`src/rtl/dat_tf_ctrl.sv`:
```
// dat_tf_ctrl: transfer sequencer for the DAT physical layer.
// Latches a transfer request, holds the datapath parameters stable, and gates
// write_flag/read_flag with FIFO status. Supervises progress with an idle-cycle
// timeout, resets the datapath on abort or timeout, and reports the outcome.
// Optional build macro: DAT_AUTO_STOP_EN. When it is defined, multiple-block
// transfers wait in STOP_WAIT for the CMD side to issue the stop command.
// dbg_state exposes the FSM state for checkers.
module dat_tf_ctrl #(
  parameter int BLK_SZ_W  = 12,
  parameter int BLK_CNT_W = 16,
  parameter int TMO_W     = 16
) (
  input  logic                 sd_clk,
  input  logic                 rst_L,
  input  logic                 start,
  input  logic                 dir_read,
  input  logic                 multi_blk,
  input  logic [BLK_SZ_W-1:0]  block_sz_in,
  input  logic [BLK_CNT_W-1:0] block_cnt_in,
  input  logic                 abort,
  input  logic [TMO_W-1:0]     timeout_val,
  input  logic                 tx_fifo_empty,
  input  logic                 rx_fifo_full,
  input  logic                 phys_progress,
  input  logic                 phys_tf_finished,
  input  logic                 auto_stop_ack,
  output logic                 write_flag,
  output logic                 read_flag,
  output logic                 multiple,
  output logic [BLK_SZ_W-1:0]  block_sz,
  output logic [BLK_CNT_W-1:0] block_cnt,
  output logic                 phys_rst_L,
  output logic                 busy,
  output logic                 tf_complete,
  output logic                 err_cfg,
  output logic                 err_tmo,
  output logic                 err_abort,
  output logic                 auto_stop_req,
  output logic [2:0]           dbg_state
);

  localparam logic [2:0] S_IDLE      = 3'd0;
  localparam logic [2:0] S_ARM       = 3'd1;
  localparam logic [2:0] S_ACTIVE    = 3'd2;
  localparam logic [2:0] S_STOP_WAIT = 3'd3;
  localparam logic [2:0] S_DONE      = 3'd4;
  localparam logic [2:0] S_ABORT     = 3'd5;

  localparam logic [BLK_CNT_W-1:0] ONE_BLK = {{(BLK_CNT_W-1){1'b0}}, 1'b1};

  logic [2:0]           state_q, state_d;
  logic                 ph_q, ph_d;          // second cycle of ARM / ABORT
  logic [TMO_W-1:0]     cnt_q, cnt_d;        // idle cycles since last progress
  logic                 dir_q, dir_d;
  logic                 multiple_q, multiple_d;
  logic [BLK_SZ_W-1:0]  block_sz_q, block_sz_d;
  logic [BLK_CNT_W-1:0] block_cnt_q, block_cnt_d;
  logic                 err_cfg_q, err_cfg_d;
  logic                 err_tmo_q, err_tmo_d;
  logic                 err_abort_q, err_abort_d;
  logic                 wr_flag_q, wr_flag_d;
  logic                 rd_flag_q, rd_flag_d;
  logic                 cfg_ok;
  logic                 tmo_hit;
  logic [TMO_W-1:0]     cnt_inc;

  assign cfg_ok  = (block_sz_in != '0) && (block_sz_in[1:0] == 2'b00) &&
                   (!multi_blk || (block_cnt_in != '0));
  assign tmo_hit = (timeout_val != '0) && (cnt_q == timeout_val);
  // Progress clears the count; otherwise count up and stick at all-ones.
  assign cnt_inc = phys_progress ? '0 : ((&cnt_q) ? cnt_q : cnt_q + 1'b1);

  // Next-state, parameter latching, sticky errors and flag gating.
  always_comb begin
    state_d     = state_q;
    ph_d        = 1'b0;
    cnt_d       = '0;
    dir_d       = dir_q;
    multiple_d  = multiple_q;
    block_sz_d  = block_sz_q;
    block_cnt_d = block_cnt_q;
    err_cfg_d   = err_cfg_q;
    err_tmo_d   = err_tmo_q;
    err_abort_d = err_abort_q;
    case (state_q)
      S_IDLE: begin
        if (start) begin
          err_cfg_d   = 1'b0;
          err_tmo_d   = 1'b0;
          err_abort_d = 1'b0;
          if (cfg_ok) begin
            dir_d       = dir_read;
            multiple_d  = multi_blk;
            block_sz_d  = block_sz_in;
            block_cnt_d = multi_blk ? block_cnt_in : ONE_BLK;
            state_d     = S_ARM;
          end else begin
            err_cfg_d = 1'b1;
          end
        end
      end
      S_ARM: begin
        if (abort) begin
          state_d     = S_ABORT;
          err_abort_d = 1'b1;
        end else if (ph_q) begin
          state_d = S_ACTIVE;
        end else begin
          ph_d = 1'b1;
        end
      end
      S_ACTIVE: begin
        cnt_d = cnt_inc;
        if (phys_tf_finished) begin
`ifdef DAT_AUTO_STOP_EN
          state_d = multiple_q ? S_STOP_WAIT : S_DONE;
`else
          state_d = S_DONE;
`endif
        end else if (abort) begin
          state_d     = S_ABORT;
          err_abort_d = 1'b1;
        end else if (tmo_hit) begin
          state_d   = S_ABORT;
          err_tmo_d = 1'b1;
        end
      end
`ifdef DAT_AUTO_STOP_EN
      S_STOP_WAIT: begin
        cnt_d = cnt_inc;
        if (auto_stop_ack) begin
          state_d = S_DONE;
        end else if (abort) begin
          state_d     = S_ABORT;
          err_abort_d = 1'b1;
        end else if (tmo_hit) begin
          state_d   = S_ABORT;
          err_tmo_d = 1'b1;
        end
      end
`endif
      S_DONE:  state_d = S_IDLE;
      S_ABORT: begin
        if (ph_q) state_d = S_IDLE;
        else      ph_d    = 1'b1;
      end
      default: state_d = S_IDLE;
    endcase
    // Every state change starts the timeout window afresh.
    if (state_d != state_q) cnt_d = '0;
    // Flags are registered from the next state so they rise with ACTIVE.
    wr_flag_d = (state_d == S_ACTIVE) && !dir_q && !tx_fifo_empty;
    rd_flag_d = (state_d == S_ACTIVE) &&  dir_q && !rx_fifo_full;
  end

  // State and datapath-facing registers.
  always_ff @(posedge sd_clk or negedge rst_L) begin
    if (!rst_L) begin
      state_q     <= S_IDLE;
      ph_q        <= 1'b0;
      cnt_q       <= '0;
      dir_q       <= 1'b0;
      multiple_q  <= 1'b0;
      block_sz_q  <= '0;
      block_cnt_q <= '0;
      err_cfg_q   <= 1'b0;
      err_tmo_q   <= 1'b0;
      err_abort_q <= 1'b0;
      wr_flag_q   <= 1'b0;
      rd_flag_q   <= 1'b0;
    end else begin
      state_q     <= state_d;
      ph_q        <= ph_d;
      cnt_q       <= cnt_d;
      dir_q       <= dir_d;
      multiple_q  <= multiple_d;
      block_sz_q  <= block_sz_d;
      block_cnt_q <= block_cnt_d;
      err_cfg_q   <= err_cfg_d;
      err_tmo_q   <= err_tmo_d;
      err_abort_q <= err_abort_d;
      wr_flag_q   <= wr_flag_d;
      rd_flag_q   <= rd_flag_d;
    end
  end

  assign write_flag  = wr_flag_q;
  assign read_flag   = rd_flag_q;
  assign multiple    = multiple_q;
  assign block_sz    = block_sz_q;
  assign block_cnt   = block_cnt_q;
  assign phys_rst_L  = (state_q != S_ABORT);
  assign busy        = (state_q != S_IDLE);
  assign tf_complete = (state_q == S_DONE);
  assign err_cfg     = err_cfg_q;
  assign err_tmo     = err_tmo_q;
  assign err_abort   = err_abort_q;
  assign dbg_state   = state_q;

`ifdef DAT_AUTO_STOP_EN
  assign auto_stop_req = (state_q == S_STOP_WAIT);
`else
  // Without auto-stop the acknowledge has no meaning.
  logic unused_auto_stop_ack;
  assign unused_auto_stop_ack = auto_stop_ack;
  assign auto_stop_req        = 1'b0;
`endif

endmodule

```
`config.mk`:
```
export PLATFORM = sky130hd
export DESIGN_NAME = dat_tf_ctrl
export DESIGN_NICKNAME = d
export VERILOG_FILES = /design/src/rtl/dat_tf_ctrl.sv
export SDC_FILE = /design/constraint.sdc
export NUM_CORES = 1
export LEC_CHECK = 0
export BUFFER_PORTS_ARGS = -buffer_cell sky130_fd_sc_hd__buf_2
export CELL_PAD_IN_SITES_DETAIL_PLACEMENT = 1
export CELL_PAD_IN_SITES_GLOBAL_PLACEMENT = 1
export CORE_MARGIN = 8
export CORE_UTILIZATION = 30
export DETAILED_ROUTE_END_ITERATION = 6
export PLACE_DENSITY_LB_ADDON = 0.15
export SYNTH_ARGS = -nofsm -noshare
export SYNTH_HDL_FRONTEND = slang
export SYNTH_SLANG_ARGS = --single-unit
```
`constraint.sdc`:
```
create_clock -name sd_clk -period 5.72 [get_ports sd_clk]
set_clock_uncertainty 0.05 [all_clocks]
set_input_delay 0.572 -clock sd_clk [delete_from_list [all_inputs] [get_ports sd_clk]]
set_output_delay 0.572 -clock sd_clk [all_outputs]
set_load 0.01 [all_outputs]
```
==> impl_results.md <==
* P_leak at 0.00165 uW
* Post-synth EDFFs at 0
* Min cycle time layout at 2.61 ns
* Fin. Hold Viols at 0
* P_sw at 411 uW
* Total core area at 0.00928 sq mm
* Via Count at 2336
* GRT Util Overall at 12.3%
* IO Pins at 96
* Flop pwr share at 47.7%
* Initial Util at 31.0%
* Max-slew violation count at 0
* Site row count at 35
* Top delay family on crit path: simple AND/OR/NAND/NOR gates
* Worst-path clk slew at 0.10 ns
* Routed WL per cell at 15.6 um
* Clock Sinks at 55
* R2r setup slk at 3.11 ns
* Clock buffer depth at 2
* Initial antenna violation count at 0
* Dominant cell type by area after synthesis: dfrtp_1
* TritonRoute pass-1 iters at 4
* Yosys Warn Count at 0
* Sw Ratio at 34.5%
* Period Utilization, post-route at 45.7%
* Comb pwr share at 33.0%
* Slew @ Worst Pin at 1.03 ns
* # DRC at 0
* Area contributors post-synth: dfrtp_1 48%, mux2i_1 5.6%, xor2_1 4.9%
* Gpl congestion at 0.762
* Mapped Cells at 281
* Iteration-0 DRC Markers at 73
* Critical Path, Cell by Cell: or3_4 -> nor2_4 -> nand3_1 -> nor2_4 -> mux2_2
* Clock power frac at 19.3%
* Placed cell areas at 0.00343 sq mm
* Post-synthesis sequential area ratio at 47.8%
* Final Non-Filler Cells at 502
* Ys async rst share at 100%
* Final WL at 7840 um
* Peak supply drop at 175 uV
* Mapped Avg Cell Area at 10.2 sq um
* Fmax at 383 MHz
* Cells after DPL at 493
* Crit-path max cell delay at 0.82 ns
* TNS Setup at 0 ns
* CP dominant cell by count: nor2_4
* Synthesized Nets at 337
* Post-route ant nets at 0
* Final Instance Area at 0.00353 sq mm
* Count leader, synth: dfrtp_1
* PostCTS Resize Cnt at 0
* Global-route wire length before repair at 13000 um
* Port Buffers at 93
* Worst setup SP type: flip-flop
* Finished Core Util at 38.0%
* Area grow syn2layout at 22.8%
* Vias/cell at 4.65
* Internal at 780 uW
* Die area at 0.0130 sq mm
* Layout cells sized above 1 at 31.5%
* Buf/Inv on CP at 0
* Post-Syn Area at 0.00288 sq mm
* Slowest CP cell: nor2_4
* Max Fanout on Critical Path at 32
* Largest net degree at the start of global routing at 56
* Clock latency on the worst-skew pair at 0.31 ns
* Grt ovf at 0
* HP Class: in -> async
* Num CTS Buffers at 5
* CP arrival at 2.77 ns
* Critical path type: reg -> reg
* Max-slew headroom at 30.8%
* #FFs+latches synth at 55
* CTS root buf: clkbuf_8
* Critical Path End Type: flip-flop
* RSZ-0062 raised after global routing: no
* Ys flop type: dfrtp_1
* Number of setup buffers added after CTS at 0
* Die Height at 114 um
* Critical Path RT at 5.87 ns
* Status: finished, final reports clean
* HPWL after DPL at 6030 um
* Fin Hold WS at 0.346 ns
* Most frequent cells after synthesis: 55 x dfrtp_1, 24 x nand2_1, 24 x nor2_1
* Final Setup Violations at 0
* Synth unique cells at 55
* Vias in the first global route at 2593
* Post-CTS Hold Fix Bufs at 0
* Final #Nets at 427
* Post-synth top area share at 47.8%
* Max cap viols at 0
* Power Density at 337 mW/mm^2
* Die W at 114 um
* H-tree depth at 2
* CTS tree: yes
-- per-stage QoR --
| stage | setup WS (ns) | total power [uW] |
|---|---|---|
| 6_report | 3.11 | 1190 |
| 4_1_cts | 3.05 | 1220 |
| 3_5_place_dp | 3.06 | 983 |
| 5_1_grt | 2.95 | 1280 |
| 2_1_floorplan | 3.74 | 787 |
| 3_3_place_gp | 3.09 | 971 |
-- state kept, by name (all words and copies together), names as in the netlist --
name	cells
err_tmo	1
err_cfg	1
block_sz	12
multiple	1
ph_q	1
dir_q	1
cnt_q	16
read_flag	1
write_flag	1
err_abort	1
block_cnt	16
dbg_state	3
-- power groups by stage --
stage	Sequential [uW]	Combinational [uW]	Clock, uW
detailed placement	576	407	0
floorplan	619	168	0
global route	587	436	256
finish	568	393	230
global placement	572	399	0
CTS	570	407	242
-- logic make-up (layout without fill, tap and decap cells) --
kind of cell	after synthesis	count (layout)	synth area share, %
flip-flops	55	55	47.8
AND/OR/NAND/NOR	115	115	22.6
adder cells (fa/ha/maj)	1	1	0.435
XOR/XNOR	25	25	7.61
buffers and inverters	30	121	5.13
multiplexers	28	28	10.3
AO/OA/AOI/OAI	26	26	6.00
other	1	2	0.130
-- worst paths after layout --
kind,startpoint,endpoint,cells after the start
min reg2reg,dir_q,write_flag,1
max in group asynchronous,rst_L,cnt_q[1],2
max,dbg_state[0],block_sz[2],5
max reg2reg,dbg_state[0],block_sz[2],5
min in group sd_clk,tx_fifo_empty,write_flag,2
min,rst_L,cnt_q[14],2
-- per-layer routing --
layer	up-vias	track usage (%)	share of wire, %
met5	-	0	0
met1	1138	15.4	46
li1	1145	-	-
met3	2	4.07	5.6
met2	51	20.0	48
met4	0	2.66	0.50
-- area by class of cell --
cell class	count	area, sq um
Multi-Input combinational cell	196	1350
Inverter	19	71.3
Antenna cell	1	2.50
Timing Repair Buffer	94	473
Fill cell	1123	5750
Clock inverter	1	8.76
Sequential cell	55	1380
Clock buffer	7	86.3
Tap cell	129	161
-- cell usage in the layout (no fill, tap or decap), types with 2 or more instances in the layout --
cell type and instances:
buf_2 93, dfrtp_1 55, nand2_1 24, nor2_1 24, inv_1 19, xor2_1 16
mux2i_1 16, nor4_1 13, a21oi_1 11, mux2_1 11, nand3_1 9, xnor2_1 9
nand4_1 6, clkbuf_8 6, nor3_1 5, nand2b_1 4, nor2b_1 4, nand3b_1 2
or3_4 2, nor2_4 2, o22ai_1 2, nor3b_1 2, and3_1 2, nand4b_1 2
nor3_2 2, a21boi_0 2
Note: power is estimated with default switching activity, not from simulation.
